<file path="config.mk">
export PLATFORM = sky130hd
export DESIGN_NAME = game_sequencer
export DESIGN_NICKNAME = d
export VERILOG_FILES = /design/src/rtl/game_sequencer.sv
export SDC_FILE = /design/constraint.sdc
export NUM_CORES = 1
export LEC_CHECK = 0
export CORE_MARGIN = 1.5
export CORE_UTILIZATION = 60
export CTS_CLUSTER_SIZE = 28
export DETAILED_ROUTE_END_ITERATION = 10
export PLACE_DENSITY = 0.78
export RECOVER_POWER = 25
export SETUP_SLACK_MARGIN = 0.3
export SLEW_MARGIN = 20
export SYNTH_ARGS = -nofsm -noshare
export SYNTH_HDL_FRONTEND = slang
export SYNTH_SLANG_ARGS = --single-unit
</file>
<file path="constraint.sdc">
create_clock -name clk -period 3.5 [get_ports clk]
set_input_delay 0.35 -clock clk [delete_from_list [all_inputs] [get_ports clk]]
set_output_delay 0.35 -clock clk [all_outputs]
set_load 0.1 [all_outputs]
</file>
<file path="src/rtl/game_sequencer.sv">
// Memory-game sequencer: shows an LFSR-derived LED pattern, then checks the player's keys.
// display codes: 0 StAy, 1 PLAy, 2 PASS, 3 FAIL.
module game_sequencer #(
    parameter int SEQ_LEN       = 4,
    parameter int STEP_TICKS    = 25000000,
    parameter int GAP_TICKS     = 12500000,
    parameter int TIMEOUT_TICKS = 250000000
) (
    input  logic       clk,
    input  logic       nrst,
    input  logic       start,
    input  logic [3:0] key,
    output logic [1:0] display,
    output logic [3:0] led
);

    localparam int MAX_A = (STEP_TICKS > GAP_TICKS) ? STEP_TICKS : GAP_TICKS;
    localparam int MAX_T = (MAX_A > TIMEOUT_TICKS) ? MAX_A : TIMEOUT_TICKS;
    localparam int TW    = $clog2(MAX_T + 1);
    localparam int SW    = 2 * SEQ_LEN;

    localparam logic [TW-1:0] STEP_END = TW'(STEP_TICKS - 1);
    localparam logic [TW-1:0] GAP_END  = TW'(GAP_TICKS - 1);
    localparam logic [TW-1:0] TO_END   = TW'(TIMEOUT_TICKS - 1);
    localparam logic [3:0]    LAST     = 4'(SEQ_LEN - 1);

    typedef enum logic [2:0] {
        S_IDLE,
        S_SHOW,
        S_INPUT,
        S_PASS,
        S_FAIL
    } state_t;

    state_t        state, state_n;
    logic [1:0]    display_n;
    logic [3:0]    led_n;
    logic [3:0]    idx, idx_n, idx_inc;
    logic [TW-1:0] timer, timer_n;
    logic          gap, gap_n;
    logic [31:0]   seq, seq_n;
    logic [31:0]   lfsr, lfsr_n;
    logic          start_q;
    logic [3:0]    key_q;
    logic          start_e;
    logic [3:0]    key_e;

    // Two bits per step; step i lives at seq[2i+1:2i].
    function automatic logic [3:0] step_led(input logic [31:0] s, input logic [3:0] i);
        logic [1:0] v;
        v = s[{i, 1'b0} +: 2];
        return 4'b0001 << v;
    endfunction

    assign start_e = start & ~start_q;
    assign key_e   = key & ~key_q;
    assign idx_inc = idx + 4'd1;
    assign lfsr_n  = {lfsr[30:0], lfsr[31] ^ lfsr[21] ^ lfsr[1] ^ lfsr[0]};

    always_comb begin
        state_n   = state;
        display_n = display;
        led_n     = led;
        idx_n     = idx;
        timer_n   = timer;
        gap_n     = gap;
        seq_n     = seq;
        unique case (state)
            S_IDLE, S_PASS, S_FAIL: begin
                if (start_e) begin
                    state_n   = S_SHOW;
                    display_n = 2'd0;
                    seq_n     = 32'(lfsr[SW-1:0]);
                    led_n     = 4'b0001 << lfsr[1:0];
                    idx_n     = 4'd0;
                    timer_n   = '0;
                    gap_n     = 1'b0;
                end
            end
            S_SHOW: begin
                if (!gap) begin
                    if (timer == STEP_END) begin
                        gap_n   = 1'b1;
                        timer_n = '0;
                        led_n   = 4'd0;
                    end else begin
                        timer_n = timer + TW'(1);
                    end
                end else if (timer == GAP_END) begin
                    timer_n = '0;
                    if (idx != LAST) begin
                        idx_n = idx_inc;
                        gap_n = 1'b0;
                        led_n = step_led(seq, idx_inc);
                    end else begin
                        state_n   = S_INPUT;
                        display_n = 2'd1;
                        idx_n     = 4'd0;
                    end
                end else begin
                    timer_n = timer + TW'(1);
                end
            end
            S_INPUT: begin
                // A key event beats a coincident timeout.
                if (key_e != 4'd0) begin
                    if (key_e == step_led(seq, idx)) begin
                        timer_n = '0;
                        if (idx == LAST) begin
                            state_n   = S_PASS;
                            display_n = 2'd2;
                        end else begin
                            idx_n = idx_inc;
                        end
                    end else begin
                        state_n   = S_FAIL;
                        display_n = 2'd3;
                    end
                end else if (timer == TO_END) begin
                    state_n   = S_FAIL;
                    display_n = 2'd3;
                end else begin
                    timer_n = timer + TW'(1);
                end
            end
            default: begin
                state_n   = S_IDLE;
                display_n = 2'd0;
                led_n     = 4'd0;
            end
        endcase
    end

    always_ff @(posedge clk) begin
        if (!nrst) begin
            state   <= S_IDLE;
            display <= 2'd0;
            led     <= 4'd0;
            idx     <= 4'd0;
            timer   <= '0;
            gap     <= 1'b0;
            seq     <= 32'd0;
            start_q <= 1'b0;
            key_q   <= 4'd0;
            lfsr    <= 32'h0000_0001;
        end else begin
            state   <= state_n;
            display <= display_n;
            led     <= led_n;
            idx     <= idx_n;
            timer   <= timer_n;
            gap     <= gap_n;
            seq     <= seq_n;
            start_q <= start;
            key_q   <= key;
            lfsr    <= lfsr_n;
        end
    end

endmodule

</file>
Word-level counts from Yosys, hierarchy flattened
Cells that the tools add are included.

word-level totals
  bits in registers = 87
  output and inout port bits = 6
  input port bits = 7

operators by class
  shift-type cells = 5
  mux-type cells = 46
  bitwise operators = 8
  reduce and logical (&&, ||, !) cells = 11
  eq/ne operators = 24
  add/subtract/negate cells = 2

operators by type and width
  cell                     count
  $mux W28                 7
  $pmux W28 S3             1
  $shiftx A32 B6 Y2        2
  $mux W4                  12
  $add A28 B1 Y28 const B  1
  $eq A28 B24 Y1 const B   1
  $eq A28 B25 Y1 const B   1
  $eq A28 B28 Y1 const B   1
  $mux W3                  8
  $pmux W4 S3              2
  $ne A3 B3 Y1 const B     6
  $mux W2                  8
  $ne A2 B2 Y1 const B     7
  $shl A1 B2 Y4 const A    3
  $pmux W3 S3              1
  $reduce_and A7 Y1        1
  $eq A3 B2 Y1 const B     2
  $pmux W2 S3              1
  $reduce_and A6 Y1        1
  $mux W1                  5
  $reduce_and A5 Y1        1
  $add A4 B1 Y4 const B    1
  $and A4 B4 Y4            1
  $eq A4 B2 Y1 const B     1
  17 further kinds         21

Logic depth before layout (Yosys ltp)
Gate-level depths: netlist of the first run.

  word-level depth = 7
  depth in mapped cells = 8
  mapped depth without buffers = 7

Least setup slack after synthesis of the first run
No wires, ideal clock.

  path type = register to register
  from = register timer[24]
  to = register timer[18]
  stages on the path, launching flop included = 8
  path slack = 1.176 ns
  data arrival time = 2.202 ns
  data required time = 3.378 ns
  cell sequence = dfxtp_1 or4b_1 or4_4 o21ai_4 o21a_2 buf_6 a21oi_2 o311a_1

between the ends
  longest elaborated chain between the ends = 4

RTL lines
  item                                                     line    source
  start: declaration                                       39      logic [TW-1:0] timer, timer_n;
  start signal: assignment                                 151     timer <= timer_n;
  $eq A28 B25 Y1 / $eq A28 B24 Y1 (equally long branches)  82, 89
  $mux W28 (on tied branches)                              82, 89
  $mux W28                                                 81      if (!gap) begin
  $pmux W28 S3                                             68      unique case (state)

Several ways; a longest one is shown, not always the timed one.
A chain may end at the register's enable or synchronous reset.

==> flow_summary.html, run 1 <==
<table>
<tr><th>Metric</th><th>Value</th></tr>
<tr><th colspan="2">Detailed routing</th></tr>
<tr><td>Number of search-and-repair iterations in the first detailed-routing pass</td><td>7</td></tr>
<tr><td>Average wire per standard cell</td><td>~17 µm</td></tr>
<tr><td>WL final</td><td>9530 µm</td></tr>
<tr><td>Number of vias per cell after detailed routing</td><td>about 6.4</td></tr>
<tr><td>Drt initial violations</td><td>between 200 and 300</td></tr>
<tr><td>Via count</td><td>about 3,600</td></tr>
<tr><td>Number of antenna-violating nets in the routed design</td><td>0</td></tr>
<tr><td>DRC Markers</td><td>0</td></tr>
<tr><th colspan="2">Worst setup path</th></tr>
<tr><td>Register-to-register setup slack</td><td>0.63 ns</td></tr>
<tr><td>Startpoint types</td><td>input pin</td></tr>
<tr><td>Critical Path RT</td><td>3.78 ns</td></tr>
<tr><td>Number of buffer and inverter instances along the worst setup path</td><td>4</td></tr>
<tr><td>Delay contributed by the slowest stage of the critical path</td><td>roughly 1.4 ns</td></tr>
<tr><td>Slowest cell on crit path</td><td>clkbuf_1</td></tr>
<tr><td>Critical Path Sink Type</td><td>flip-flop</td></tr>
<tr><td>Kind of critical path</td><td>in -&gt; reg</td></tr>
<tr><td>Cell Chain, Critical Path</td><td>dlygate4sd3_1 -&gt; clkbuf_1 -&gt; inv_1 -&gt; buf_4 -&gt; or3_1 -&gt; o22ai_1</td></tr>
<tr><td>Data arrival time at the worst-slack endpoint</td><td>between 3 and 4 ns</td></tr>
<tr><td>Number of stages on the worst setup path</td><td>6</td></tr>
<tr><td>Number of cells on the worst reg-to-reg path</td><td>6</td></tr>
<tr><td>Largest delay share family, worst path</td><td>buffers and inverters</td></tr>
<tr><td>Largest driver fanout on the critical path</td><td>54</td></tr>
<tr><th colspan="2">Finish</th></tr>
<tr><td>Final-layout fill cell count</td><td>575</td></tr>
<tr><td>Commonest non-fill, non-tap cell in the layout</td><td>dfxtp_1</td></tr>
<tr><td>Synth-to-Final Area Change</td><td>8.82%</td></tr>
<tr><td>Final standard cell utilization of the core</td><td>67.5%</td></tr>
<tr><td>Commonest non-fill, non-tap cells in the layout</td><td>87 x dfxtp_1, 36 x nor2_1, 36 x and2_1</td></tr>
<tr><td>Nets@finish</td><td>473</td></tr>
<tr><td>Combined area of the multi-input logic cells</td><td>around 2300 µm²</td></tr>
<tr><td>Final antenna diode count</td><td>0</td></tr>
<tr><td>Area taken by flip-flops and latches</td><td>1740 µm²</td></tr>
<tr><td>Share of cells above drive strength 1</td><td>under 10%</td></tr>
<tr><th colspan="2">STA</th></tr>
<tr><td>Pins Over Slew Limit</td><td>between 50 and 60</td></tr>
<tr><td>Time the final worst path needs with I/O delays and setup</td><td>2.93 ns</td></tr>
<tr><td>Fmax achieved</td><td>0.341 GHz</td></tr>
<tr><td>Worst max-slew margin expressed relative to the limit</td><td>-28.9%</td></tr>
<tr><td>Count of endpoints failing hold in the final timing report</td><td>0</td></tr>
<tr><td>Share of the clock period used by the worst path</td><td>83.8%</td></tr>
<tr><td>Number of endpoints failing setup at the final stage</td><td>0</td></tr>
<tr><td>TNS Setup</td><td>0 ns</td></tr>
<tr><td>Transition time at the pin with the least slew margin</td><td>roughly 1.9 ns</td></tr>
<tr><td>RSZ-0062 raised after global routing</td><td>no</td></tr>
<tr><td>Worst-case clock skew</td><td>0.00958 ns</td></tr>
<tr><th colspan="2">Clocking</th></tr>
<tr><td>Clock-pin slew on the worst setup and hold paths</td><td>0.09 ns</td></tr>
<tr><td>Buffers inserted during post-CTS setup optimization</td><td>0</td></tr>
<tr><td>Clock tree root buffer cell</td><td>clkbuf_8</td></tr>
<tr><td>PostCTS Resize Cnt</td><td>0</td></tr>
<tr><td>H-Tree Level Count</td><td>3</td></tr>
<tr><td>Clock tree buffer depth</td><td>2</td></tr>
<tr><td>Hold buffer count at cts</td><td>0</td></tr>
<tr><td>Sink count of the clock tree</td><td>87</td></tr>
<tr><td>Clock tree from TritonCTS</td><td>yes</td></tr>
<tr><td>Worst-skew pair later-pin latency</td><td>0.36 ns</td></tr>
<tr><td>Number of buffers created by CTS</td><td>9</td></tr>
<tr><th colspan="2">Job</th></tr>
<tr><td>Maximum capacitance violations</td><td>1</td></tr>
<tr><th colspan="2">Die</th></tr>
<tr><td>I/O pins</td><td>13</td></tr>
<tr><td>Die outline area</td><td>7530 µm²</td></tr>
<tr><td>Horizontal die dimension</td><td>approximately 87 µm</td></tr>
<tr><td>Area of the placeable core</td><td>between 6000 and 7000 µm²</td></tr>
<tr><td>Starting density of the core</td><td>62.0%</td></tr>
<tr><td>FP Rows</td><td>30</td></tr>
<tr><td>Vert. Die Dim</td><td>a little under 90 µm</td></tr>
<tr><th colspan="2">Synth</th></tr>
<tr><td>Part of the Yosys area used for sequential elements</td><td>41.3%</td></tr>
<tr><td>Post-synthesis sequential element count</td><td>87</td></tr>
<tr><td>Post-Syn Nets</td><td>466</td></tr>
<tr><td>Mux cell area share after synthesis</td><td>4.51%</td></tr>
<tr><td>Synth cell types</td><td>69</td></tr>
<tr><td>Post-synthesis cell count</td><td>457</td></tr>
<tr><td>Mapped Area</td><td>4210 µm²</td></tr>
<tr><td>Complex-gate fraction of the synthesized area</td><td>23.2%</td></tr>
<tr><td>Ys async rst share</td><td>0%</td></tr>
<tr><td>Average cell area after synthesis</td><td>9.22 µm²</td></tr>
<tr><td>Post-Synth XOR/XNOR Area</td><td>0.832%</td></tr>
<tr><td>Adder-cell area share of the yosys netlist</td><td>0.594%</td></tr>
<tr><td>Number of synthesized flops with an enable pin</td><td>0</td></tr>
<tr><td>Main synth FF type</td><td>dfxtp_1</td></tr>
<tr><td>Combinational family with the most area after synthesis</td><td>simple AND/OR/NAND/NOR gates</td></tr>
<tr><td>Count of yosys warnings during synthesis</td><td>0</td></tr>
<tr><td>Share of synthesized cell area in and, or, nand and nor gates</td><td>a little over a quarter</td></tr>
<tr><th colspan="2">Global route</th></tr>
<tr><td>Via count of the first global-routing pass</td><td>3,349</td></tr>
<tr><td>Global-route wire length before repair</td><td>16,000 µm</td></tr>
<tr><td>Global-route total usage across every layer</td><td>26.9%</td></tr>
<tr><td>Antenna violations before repair</td><td>0</td></tr>
<tr><td>Pin count of the biggest net entering global routing</td><td>55</td></tr>
<tr><td>Global route overflow</td><td>0</td></tr>
<tr><th colspan="2">Run status</th></tr>
<tr><td>Status</td><td>finished with violations</td></tr>
<tr><td>Failing checks</td><td>max-capacitance violations, max-slew violations</td></tr>
<tr><th colspan="2">Hold path</th></tr>
<tr><td>Number of instances on the worst hold path</td><td>1</td></tr>
<tr><td>Worst Hold Class</td><td>reg -&gt; reg</td></tr>
<tr><th colspan="2">Placed design</th></tr>
<tr><td>Post-DP HPWL</td><td>6300 µm</td></tr>
<tr><td>Weighted congestion reported at the end of routability-driven placement</td><td>0.913</td></tr>
<tr><td>Port Buf Inserts</td><td>12</td></tr>
<tr><th colspan="2">Pwr</th></tr>
<tr><td>Leakage power summed over all cells</td><td>1.54 nW</td></tr>
<tr><td>Worst vdd ir</td><td>about 380 µV</td></tr>
<tr><td>Power density cells</td><td>672 nW/µm²</td></tr>
</table>
## cells by family (layout without fill, tap and decap cells)
family          count (synthesis)  in the layout
flops                          87             87
simple gates                  198            198
fa+ha+maj                       2              2
xor+xnor                        4              4
buf+inv                        31             43
compound gates                121            121
mux                            14             14
## worst reg2reg max path, delay by kind of cell, from the launching register on
kind,cells,cell delay [ns]
mux,1,0.61
flops,1,0.55
compound gates,5,1.58
## flip-flops by register name (all words and copies together) (netlist names)
signal   flops
lfsr        32
timer       28
seq          8
idx          4
key_q        4
led          4
state        3
display      2
gap          1
start_q      1
## report_power, final
| part | total (W) | switching (W) | internal (W) |
|---|---|---|---|
| combinational | 0.00122 | 0.000827 | 0.000396 |
| sequential | 0.00113 | 0.0000740 | 0.00106 |
| clock | 0.000725 | 0.000369 | 0.000356 |
## per-layer routing
layer	wire length [µm]	GRT usage [%]
met5	0	0
met4	198	9.68
met2	4630	44.3
met1	4110	34.1
met3	590	6.67
## Yosys cell counts (9+ instances only)
| library cell | instances | area (µm²) |
|---|---|---|
| inv_1 | 11 | 41.3 |
| nand2_1 | 30 | 113 |
| nand3_1 | 17 | 85.1 |
| clkbuf_1 | 13 | 48.8 |
| a311oi_1 | 10 | 87.6 |
| and2_1 | 41 | 257 |
| o221a_1 | 9 | 101 |
| nor2_1 | 36 | 135 |
| nor3_1 | 14 | 70.1 |
| o21ai_0 | 11 | 55.1 |
| dfxtp_1 | 87 | 1740 |
| mux2i_1 | 10 | 100 |
| a21oi_1 | 15 | 75.1 |
## through the flow
stage	instance area (µm²)	hold slack (ns)	power, W	cells	worst slack, ns
after CTS	4590	0.438	0.00308	565	0.645
after floorplan	4210	0.412	0.00212	457	1.18
final	4580	0.433	0.00308	565	0.568
after global routing	4580	0.452	0.00323	565	0.217
after global placement	4380	0.412	0.00233	549	0.794
after detailed placement	4380	0.417	0.00235	549	0.703
## worst paths after layout
path / start / endpoint
setup / recovery: nrst / timer[3]
hold / removal: lfsr[11] / lfsr[12]
setup reg to reg: idx[0] / timer[8]
hold reg to reg: lfsr[11] / lfsr[12]
## area by class of cell
type | instances | share of cell area (%)
clock buffers | 11 | 3.08
clock inverters | 5 | 1.39
inverters | 11 | 0.901
multi-input cells | 339 | 50.8
flip-flops and latches | 87 | 38.0
well taps | 96 | 2.62
repair buffers | 16 | 3.19
No activity file was read; power rests on OpenSTA's default activity.
==> inputs of run 2 (changes only) <==
==> constraint.sdc (replaced) <==
create_clock -name clk -period 2.83 [get_ports clk]
set_input_delay 0.283 -clock clk [delete_from_list [all_inputs] [get_ports clk]]
set_output_delay 0.283 -clock clk [all_outputs]
set_load 0.1 [all_outputs]
==> run 2 against run 1 <==
  * Largest cell class unchanged
  * Register-to-register slack worse by 0.31 ns
  * Die area unchanged
  * The flow still finishes with violations (max-capacitance violations, max-slew violations)
  * Non-clock buffer count up 20
  * Sequential power up 24%
  * Final cell count up 3.5%
  * Sequential cell count unchanged
==> flow_summary.html, run 2 (synthesis results as in run 1) <==
<table>
<tr><th>Metric</th><th>Value</th></tr>
<tr><th colspan="2">Finish</th></tr>
<tr><td>Nets@finish</td><td>493 (was 473)</td></tr>
<tr><td>Final-layout fill cell count</td><td>524 (was 575)</td></tr>
<tr><td>Commonest non-fill, non-tap cell in the layout</td><td>dfxtp_1 (unchanged)</td></tr>
<tr><td>Area of all placed cells without fillers</td><td>4800 µm² (was 4580 µm²)</td></tr>
<tr><td>Final antenna diode count</td><td>0 (unchanged)</td></tr>
<tr><td>Registers with the most flip-flops</td><td>lfsr: 32 flops, timer: 28 flops, seq: 8 flops (unchanged)</td></tr>
<tr><td>Top register by number of flip-flops</td><td>lfsr (unchanged)</td></tr>
<tr><td>Flip-flop count of the largest register after layout</td><td>32 (unchanged)</td></tr>
<tr><td>Combined area of the multi-input logic cells</td><td>2410 µm² (was 2330 µm²)</td></tr>
<tr><td>Synth-to-Final Area Change</td><td>14.0% (was 8.82%)</td></tr>
<tr><td>Commonest non-fill, non-tap cells in the layout</td><td>85 x dfxtp_1, 38 x and2_1, 36 x nor2_1 (was 87 x dfxtp_1, 36 x nor2_1, 36 x and2_1)</td></tr>
<tr><td>Final standard cell utilization of the core</td><td>70.7% (was 67.5%)</td></tr>
<tr><td>Area taken by flip-flops and latches</td><td>1740 µm² (about the same)</td></tr>
<tr><td>Share of cells above drive strength 1</td><td>16.4% (was 9.59%)</td></tr>
<tr><th colspan="2">Worst setup path</th></tr>
<tr><td>Kind of critical path</td><td>reg -&gt; reg (was in -&gt; reg)</td></tr>
<tr><td>Startpoint of the worst register-to-register path</td><td>idx[0] (unchanged)</td></tr>
<tr><td>Data arrival time at the worst-slack endpoint</td><td>2.77 ns (was 3.22 ns)</td></tr>
<tr><td>Largest driver fanout on the critical path</td><td>6 (was 54)</td></tr>
<tr><td>Cell Chain, Critical Path</td><td>mux4_2 -&gt; a2111oi_1 -&gt; a21o_1 -&gt; buf_4 -&gt; o21ai_4 -&gt; nor3_1 -&gt; and4b_1 (was dlygate4sd3_1 -&gt; clkbuf_1 -&gt; inv_1 -&gt; buf_4 -&gt; or3_1 -&gt; o22ai_1)</td></tr>
<tr><td>Startpoint types</td><td>flip-flop (was input pin)</td></tr>
<tr><td>Critical Path RT</td><td>3.09 ns (was 3.78 ns)</td></tr>
<tr><td>Critical Path Sink Type</td><td>flip-flop (unchanged)</td></tr>
<tr><td>Delay contributed by the slowest stage of the critical path</td><td>0.56 ns (was 1.39 ns)</td></tr>
<tr><td>Slowest cell on crit path</td><td>mux4_2 (was clkbuf_1)</td></tr>
<tr><td>Register-to-register setup slack</td><td>0.32 ns (was 0.63 ns)</td></tr>
<tr><td>Number of cells on the worst reg-to-reg path</td><td>7 (was 6)</td></tr>
<tr><td>Worst r2r dst</td><td>state[0] (was timer[8])</td></tr>
<tr><th colspan="2">Global route</th></tr>
<tr><td>Met3 routing resource usage after global routing</td><td>4.76% (was 6.67%)</td></tr>
<tr><td>Antenna violations before repair</td><td>0 (unchanged)</td></tr>
<tr><td>Pin count of the biggest net entering global routing</td><td>54 (was 55)</td></tr>
<tr><td>Global-route wire length before repair</td><td>17,300 µm (was 16,000 µm)</td></tr>
<tr><td>Global-route total usage across every layer</td><td>29.3% (was 26.9%)</td></tr>
<tr><td>Via count of the first global-routing pass</td><td>3,602 (was 3,349)</td></tr>
<tr><td>Global route overflow</td><td>0 (unchanged)</td></tr>
<tr><td>Met1 usage in global routing</td><td>35.4% (was 34.1%)</td></tr>
<tr><td>Most heavily used metal layer in global routing</td><td>met2 (unchanged)</td></tr>
<tr><td>Met2 track demand over resource</td><td>50.6% (was 44.3%)</td></tr>
<tr><th colspan="2">Hold path</th></tr>
<tr><td>Start point of the worst min-delay path</td><td>lfsr[18] (was lfsr[11])</td></tr>
<tr><td>Worst Hold Class</td><td>reg -&gt; reg (unchanged)</td></tr>
<tr><td>Endpoint with the worst hold slack</td><td>lfsr[19] (was lfsr[12])</td></tr>
<tr><td>Number of instances on the worst hold path</td><td>1 (unchanged)</td></tr>
<tr><th colspan="2">Detailed routing</th></tr>
<tr><td>Number of search-and-repair iterations in the first detailed-routing pass</td><td>5 (was 7)</td></tr>
<tr><td>Via count</td><td>3,683 (was 3,608)</td></tr>
<tr><td>Number of vias per cell after detailed routing</td><td>6.30 (was 6.39)</td></tr>
<tr><td>Average wire per standard cell</td><td>17.7 µm (was 16.9 µm)</td></tr>
<tr><td>DRC Markers</td><td>0 (unchanged)</td></tr>
<tr><td>WL final</td><td>10,400 µm (was 9530 µm)</td></tr>
<tr><td>Number of antenna-violating nets in the routed design</td><td>0 (unchanged)</td></tr>
<tr><td>Drt initial violations</td><td>209 (was 299)</td></tr>
<tr><th colspan="2">STA</th></tr>
<tr><td>RSZ-0062 raised after global routing</td><td>no (unchanged)</td></tr>
<tr><td>Number of endpoints failing setup at the final stage</td><td>0 (unchanged)</td></tr>
<tr><td>Share of the clock period used by the worst path</td><td>about nine tenths</td></tr>
<tr><td>Transition time at the pin with the least slew margin</td><td>1.88 ns (was 1.93 ns)</td></tr>
<tr><td>Fmax achieved</td><td>roughly 0.40 GHz</td></tr>
<tr><td>Time the final worst path needs with I/O delays and setup</td><td>2.51 ns</td></tr>
<tr><td>Pins Over Slew Limit</td><td>54 (was 55)</td></tr>
<tr><td>Post-route worst setup slack</td><td>0.317 ns (was 0.568 ns)</td></tr>
<tr><td>Worst max-slew margin expressed relative to the limit</td><td>-25.2% (was -28.9%)</td></tr>
<tr><td>Count of endpoints failing hold in the final timing report</td><td>0 (unchanged)</td></tr>
<tr><td>Worst-case clock skew</td><td>0.0117 ns (was 0.00958 ns)</td></tr>
<tr><th colspan="2">Pwr</th></tr>
<tr><td>Worst vdd ir</td><td>478 µV (was 379 µV)</td></tr>
<tr><td>Power density cells</td><td>815 nW/µm² (was 672 nW/µm²)</td></tr>
<tr><td>Leakage power summed over all cells</td><td>1.67 nW (was 1.54 nW)</td></tr>
<tr><th colspan="2">Die</th></tr>
<tr><td>Die outline area</td><td>7530 µm² (unchanged)</td></tr>
<tr><td>Vert. Die Dim</td><td>86.8 µm (unchanged)</td></tr>
<tr><td>Area of the placeable core</td><td>6790 µm² (unchanged)</td></tr>
<tr><td>I/O pins</td><td>13 (unchanged)</td></tr>
<tr><td>FP Rows</td><td>30 (unchanged)</td></tr>
<tr><td>Starting density of the core</td><td>62.0% (unchanged)</td></tr>
<tr><td>Horizontal die dimension</td><td>86.8 µm (unchanged)</td></tr>
<tr><th colspan="2">Placed design</th></tr>
<tr><td>Post-Place Worst Slack</td><td>-0.0109 ns (was 0.703 ns)</td></tr>
<tr><td>Standard cell area after detailed placement</td><td>4520 µm² (was 4380 µm²)</td></tr>
<tr><td>Post-DP HPWL</td><td>7280 µm (was 6300 µm)</td></tr>
<tr><td>Port Buf Inserts</td><td>12 (unchanged)</td></tr>
<tr><td>Weighted congestion reported at the end of routability-driven placement</td><td>0.946 (was 0.913)</td></tr>
<tr><th colspan="2">Clocking</th></tr>
<tr><td>Sink count of the clock tree</td><td>87 (unchanged)</td></tr>
<tr><td>Worst-skew pair later-pin latency</td><td>0.37 ns (was 0.36 ns)</td></tr>
<tr><td>Clock tree from TritonCTS</td><td>yes (unchanged)</td></tr>
<tr><td>Clock-pin slew on the worst setup and hold paths</td><td>0.10 ns (was 0.09 ns)</td></tr>
<tr><td>Clock tree buffer depth</td><td>2 (unchanged)</td></tr>
<tr><td>Number of buffers created by CTS</td><td>9 (unchanged)</td></tr>
<tr><td>Clock tree root buffer cell</td><td>clkbuf_8 (unchanged)</td></tr>
<tr><td>Hold buffer count at cts</td><td>0 (unchanged)</td></tr>
<tr><td>H-Tree Level Count</td><td>3 (unchanged)</td></tr>
<tr><th colspan="2">Job</th></tr>
<tr><td>Maximum capacitance violations</td><td>1 (unchanged)</td></tr>
<tr><th colspan="2">Run status</th></tr>
<tr><td>Status</td><td>finished with violations (unchanged)</td></tr>
<tr><td>Failing checks</td><td>max-capacitance violations, max-slew violations (unchanged)</td></tr>
</table>
## run 2: changes by cell type in the layout (fill, tap and decap cells not counted), sizes merged
cell and change:
buf +26, bufinv -1, clkbuf -2, clkdlybuf4s50 -6
inv +3
## run 2: layer usage
layer  vias up  part of all wire [%]
met3        36                   4.4
li1       1779                     -
met5         -                     0
met4         0                   4.0
met2        99                    49
met1      1769                    42
## run 2: final cells by class
cell class	instances	share of cell area [%]
repair buffers	36	6.28
well taps	96	2.50
inverters	11	0.859
clock buffers	9	2.58
multi-input cells	339	50.2
flip-flops and latches	87	36.3
clock inverters	7	1.28
## run 2: how the worst max path moves through the flow
stage | startpoint | endpoint | slack (ns) | cells past startpoint
2_1_floorplan | timer[24] | timer[18] | 0.51 | 7
3_3_place_gp | idx[0] | timer[24] | 0.13 | 6
3_5_place_dp | idx[0] | timer[11] | -0.01 | 6
4_1_cts | idx[0] | timer[8] | 0.28 | 7
5_1_grt | nrst | display[1] | 0.22 | 3
6_report | idx[0] | state[0] | 0.32 | 7
## run 2: what timing repair did
item                       in CTS  in global routing
gates resized for setup         5                 14
pin swaps                       4                  5
setup endpoints to repair      15                 30
setup buffers                   1                  1
cloned                          0                  0
## run 2: report_power, final
group | switching, W | internal [W]
clock network | 0.000504 | 0.000339
logic | 0.00108 | 0.000591
registers | 0.0000879 | 0.00131
total | 0.00167 | 0.00224
## run 2: metrics by stage
stage | TNS [ns] | power (W) | cells | hold WS [ns]
after CTS | 0 | 0.00385 | 584 | 0.434
after detailed placement | -0.0282 | 0.00298 | 567 | 0.418
final | 0 | 0.00391 | 585 | 0.433
after floorplan | 0 | 0.00262 | 457 | 0.405
after global placement | 0 | 0.00294 | 567 | 0.412
after global routing | 0 | 0.00411 | 585 | 0.457
## run 2: worst max-delay path, delay by kind of cell, from the launching register on
| kind | cells | cell delay, ns |
|---|---|---|
| buf+inv | 1 | 0.15 |
| compound gates | 3 | 0.75 |
| simple gates | 2 | 0.55 |
| mux | 1 | 0.56 |
| flops | 1 | 0.40 |
==> inputs of run 3 (changes only) <==
--- a/config.mk
+++ b/config.mk
@@ -9,7 +9,7 @@
 export CORE_UTILIZATION = 60
 export CTS_CLUSTER_SIZE = 28
 export DETAILED_ROUTE_END_ITERATION = 10
-export PLACE_DENSITY = 0.78
+export PLACE_DENSITY = 0.89
 export RECOVER_POWER = 25
 export SETUP_SLACK_MARGIN = 0.3
 export SLEW_MARGIN = 20
==> run 3 against run 2 <==
  * The run still ends with max-capacitance violations, max-slew violations left
  * Register-to-register slack is essentially flat
  * Sequential cell count unchanged
  * Maximum frequency is essentially flat
  * Critical path depth down 1
  * Hold slack gained 0.0072 ns
  * Combinational power hardly changed
  * Critical path type unchanged
==> flow_summary.html, run 3 (synthesis results as in run 1) <==
<table>
<tr><th>Metric</th><th>Value</th></tr>
<tr><th colspan="2">Worst setup path</th></tr>
<tr><td>Data arrival time at the worst-slack endpoint</td><td>2.82 ns (was 2.77 ns)</td></tr>
<tr><td>Largest delay share family, worst path</td><td>simple AND/OR/NAND/NOR gates (was compound AO/OA/AOI/OAI gates)</td></tr>
<tr><td>Startpoint of the worst register-to-register path</td><td>timer[24] (was idx[0])</td></tr>
<tr><td>Register-to-register setup slack</td><td>0.32 ns (about the same)</td></tr>
<tr><td>Worst r2r dst</td><td>idx[0] (was state[0])</td></tr>
<tr><td>Number of buffer and inverter instances along the worst setup path</td><td>0 (was 1)</td></tr>
<tr><td>Critical Path RT</td><td>3.13 ns (was 3.09 ns)</td></tr>
<tr><td>Kind of critical path</td><td>reg -&gt; reg (unchanged)</td></tr>
<tr><td>Startpoint types</td><td>flip-flop (unchanged)</td></tr>
<tr><td>Delay contributed by the slowest stage of the critical path</td><td>0.56 ns (about the same)</td></tr>
<tr><td>Number of stages on the worst setup path</td><td>6 (was 7)</td></tr>
<tr><td>Number of cells on the worst reg-to-reg path</td><td>6 (was 7)</td></tr>
<tr><td>Cell Chain, Critical Path</td><td>or4b_1 -&gt; or4_4 -&gt; o21ai_4 -&gt; nand3_1 -&gt; a211o_1 -&gt; a21oi_2 (was mux4_2 -&gt; a2111oi_1 -&gt; a21o_1 -&gt; buf_4 -&gt; o21ai_4 -&gt; nor3_1 -&gt; and4b_1)</td></tr>
<tr><td>Largest driver fanout on the critical path</td><td>6 (unchanged)</td></tr>
<tr><td>Slowest cell on crit path</td><td>or4b_1 (was mux4_2)</td></tr>
<tr><td>Critical Path Sink Type</td><td>flip-flop (unchanged)</td></tr>
<tr><th colspan="2">Global route</th></tr>
<tr><td>Via count of the first global-routing pass</td><td>3,522 (was 3,602)</td></tr>
<tr><td>Pin count of the biggest net entering global routing</td><td>54 (unchanged)</td></tr>
<tr><td>Global-route total usage across every layer</td><td>29.7% (was 29.3%)</td></tr>
<tr><td>Antenna violations before repair</td><td>0 (unchanged)</td></tr>
<tr><td>Global route overflow</td><td>0 (unchanged)</td></tr>
<tr><td>Global-route wire length before repair</td><td>17,100 µm (was 17,300 µm)</td></tr>
<tr><th colspan="2">STA</th></tr>
<tr><td>RSZ-0062 raised after global routing</td><td>yes (was no)</td></tr>
<tr><td>Worst max-slew margin expressed relative to the limit</td><td>-30.4% (was -25.2%)</td></tr>
<tr><td>Fmax achieved</td><td>0.398 GHz (about the same)</td></tr>
<tr><td>Tightest hold margin</td><td>0.441 ns (was 0.433 ns)</td></tr>
<tr><td>Post-route worst setup slack</td><td>0.317 ns (about the same)</td></tr>
<tr><td>TNS Setup</td><td>0 ns (unchanged)</td></tr>
<tr><td>Count of endpoints failing hold in the final timing report</td><td>0 (unchanged)</td></tr>
<tr><td>Number of endpoints failing setup at the final stage</td><td>0 (unchanged)</td></tr>
<tr><td>Pins Over Slew Limit</td><td>54 (unchanged)</td></tr>
<tr><td>Share of the clock period used by the worst path</td><td>88.8% (about the same)</td></tr>
<tr><td>Time the final worst path needs with I/O delays and setup</td><td>2.51 ns (about the same)</td></tr>
<tr><td>Worst-case clock skew</td><td>0.00906 ns (was 0.0117 ns)</td></tr>
<tr><td>Transition time at the pin with the least slew margin</td><td>1.96 ns (was 1.88 ns)</td></tr>
<tr><th colspan="2">Detailed routing</th></tr>
<tr><td>Via count</td><td>3,766 (was 3,683)</td></tr>
<tr><td>Average wire per standard cell</td><td>18.6 µm (was 17.7 µm)</td></tr>
<tr><td>WL final</td><td>10,800 µm (was 10,400 µm)</td></tr>
<tr><td>DRC Markers</td><td>0 (unchanged)</td></tr>
<tr><td>Number of antenna-violating nets in the routed design</td><td>0 (unchanged)</td></tr>
<tr><td>Number of search-and-repair iterations in the first detailed-routing pass</td><td>5 (unchanged)</td></tr>
<tr><td>Number of vias per cell after detailed routing</td><td>6.50 (was 6.30)</td></tr>
<tr><td>Drt initial violations</td><td>235 (was 209)</td></tr>
<tr><th colspan="2">Finish</th></tr>
<tr><td>Combined area of the multi-input logic cells</td><td>2420 µm² (was 2410 µm²)</td></tr>
<tr><td>Final antenna diode count</td><td>0 (unchanged)</td></tr>
<tr><td>Area taken by flip-flops and latches</td><td>1750 µm² (was 1740 µm²)</td></tr>
<tr><td>Final-layout fill cell count</td><td>510 (was 524)</td></tr>
<tr><td>Registers with the most flip-flops</td><td>lfsr: 32 flops, timer: 28 flops, seq: 8 flops (unchanged)</td></tr>
<tr><td>Top register by number of flip-flops</td><td>lfsr (unchanged)</td></tr>
<tr><td>Nets@finish</td><td>487 (was 493)</td></tr>
<tr><td>Area of all placed cells without fillers</td><td>4770 µm² (was 4800 µm²)</td></tr>
<tr><td>Commonest non-fill, non-tap cells in the layout</td><td>83 x dfxtp_1, 36 x nor2_1, 36 x and2_1 (was 85 x dfxtp_1, 38 x and2_1, 36 x nor2_1)</td></tr>
<tr><td>Flip-flop count of the largest register after layout</td><td>32 (unchanged)</td></tr>
<tr><td>Synth-to-Final Area Change</td><td>13.1% (was 14.0%)</td></tr>
<tr><td>Share of cells above drive strength 1</td><td>16.4% (about the same)</td></tr>
<tr><td>Commonest non-fill, non-tap cell in the layout</td><td>dfxtp_1 (unchanged)</td></tr>
<tr><th colspan="2">Die</th></tr>
<tr><td>FP Rows</td><td>30 (unchanged)</td></tr>
<tr><td>Die outline area</td><td>7530 µm² (unchanged)</td></tr>
<tr><td>Area of the placeable core</td><td>6790 µm² (unchanged)</td></tr>
<tr><td>Starting density of the core</td><td>62.0% (unchanged)</td></tr>
<tr><td>Vert. Die Dim</td><td>86.8 µm (unchanged)</td></tr>
<tr><td>Horizontal die dimension</td><td>86.8 µm (unchanged)</td></tr>
<tr><td>I/O pins</td><td>13 (unchanged)</td></tr>
<tr><th colspan="2">Placed design</th></tr>
<tr><td>Post-Place Worst Slack</td><td>0.0137 ns (was -0.0109 ns)</td></tr>
<tr><td>Post-DP HPWL</td><td>7090 µm (was 7280 µm)</td></tr>
<tr><td>Weighted congestion reported at the end of routability-driven placement</td><td>0.955 (was 0.946)</td></tr>
<tr><td>Port Buf Inserts</td><td>12 (unchanged)</td></tr>
<tr><td>Standard cell area after detailed placement</td><td>4440 µm² (was 4520 µm²)</td></tr>
<tr><th colspan="2">Clocking</th></tr>
<tr><td>Sink count of the clock tree</td><td>87 (unchanged)</td></tr>
<tr><td>Clock tree from TritonCTS</td><td>yes (unchanged)</td></tr>
<tr><td>Clock-pin slew on the worst setup and hold paths</td><td>0.09 ns (was 0.10 ns)</td></tr>
<tr><td>Clock tree root buffer cell</td><td>clkbuf_8 (unchanged)</td></tr>
<tr><td>Clock tree buffer depth</td><td>2 (unchanged)</td></tr>
<tr><td>Hold buffer count at cts</td><td>0 (unchanged)</td></tr>
<tr><td>Worst-skew pair later-pin latency</td><td>0.37 ns (about the same)</td></tr>
<tr><td>Number of buffers created by CTS</td><td>9 (unchanged)</td></tr>
<tr><td>H-Tree Level Count</td><td>3 (unchanged)</td></tr>
<tr><th colspan="2">Run status</th></tr>
<tr><td>Status</td><td>finished with violations (unchanged)</td></tr>
<tr><td>Failing checks</td><td>max-capacitance violations, max-slew violations (unchanged)</td></tr>
<tr><th colspan="2">Pwr</th></tr>
<tr><td>Power density cells</td><td>836 nW/µm² (was 815 nW/µm²)</td></tr>
<tr><td>Leakage power summed over all cells</td><td>1.64 nW (was 1.67 nW)</td></tr>
<tr><td>Total power of the final layout</td><td>0.00398 W (was 0.00391 W)</td></tr>
<tr><td>Worst vdd ir</td><td>578 µV (was 478 µV)</td></tr>
<tr><th colspan="2">Hold path</th></tr>
<tr><td>Endpoint with the worst hold slack</td><td>lfsr[17] (was lfsr[19])</td></tr>
<tr><td>Worst Hold Class</td><td>reg -&gt; reg (unchanged)</td></tr>
<tr><td>Number of instances on the worst hold path</td><td>1 (unchanged)</td></tr>
<tr><td>Start point of the worst min-delay path</td><td>lfsr[16] (was lfsr[18])</td></tr>
<tr><th colspan="2">Job</th></tr>
<tr><td>Maximum capacitance violations</td><td>1 (unchanged)</td></tr>
</table>
==> run 3: cell type report <==
class / count / share of cell area, %
Sequential cell: 87 / 36.7
Inverter: 11 / 0.866
Multi-Input combinational cell: 340 / 50.9
Clock inverter: 7 / 1.68
Clock buffer: 9 / 2.60
Tap cell: 96 / 2.52
Timing Repair Buffer: 29 / 4.80
==> run 3: worst max path at each step <==
| stage | start | end |
|---|---|---|
| 2_1_floorplan | timer[24] | timer[18] |
| 3_3_place_gp | idx[0] | timer[22] |
| 3_5_place_dp | key[2] | timer[11] |
| 4_1_cts | timer[0] | timer[24] |
| 5_1_grt | nrst | timer[7] |
| 6_report | timer[24] | idx[0] |
==> run 3: where the power goes <==
part / internal (W) / switching, W / leakage, nW / total, W
sequential: 0.00131 / 0.0000918 / 0.707 / 0.00140
combinational: 0.000564 / 0.00111 / 0.829 / 0.00167
clock: 0.000420 / 0.000487 / 0.102 / 0.000907
==> run 3: timing repair <==
| action | CTS | global route |
|---|---|---|
| endpoints found under the setup margin | 16 | 32 |
| setup buffers | 2 | 1 |
| resized for setup | 7 | 13 |
| cloned | 1 | 0 |
| pin swaps | 4 | 1 |
==> run 3: stage by stage <==
step	util (%)	instances
after global routing	70.1	579
after CTS	69.3	578
final	70.1	579
after global placement	65.4	559
after floorplan	-	457
after detailed placement	65.4	559
==> run 3: layer usage <==
metal | global-route usage, % | routed length [µm]
met5 | 0 | 0
met4 | 13.8 | 361
met1 | 36.4 | 4530
met2 | 49.0 | 5310
met3 | 7.24 | 575
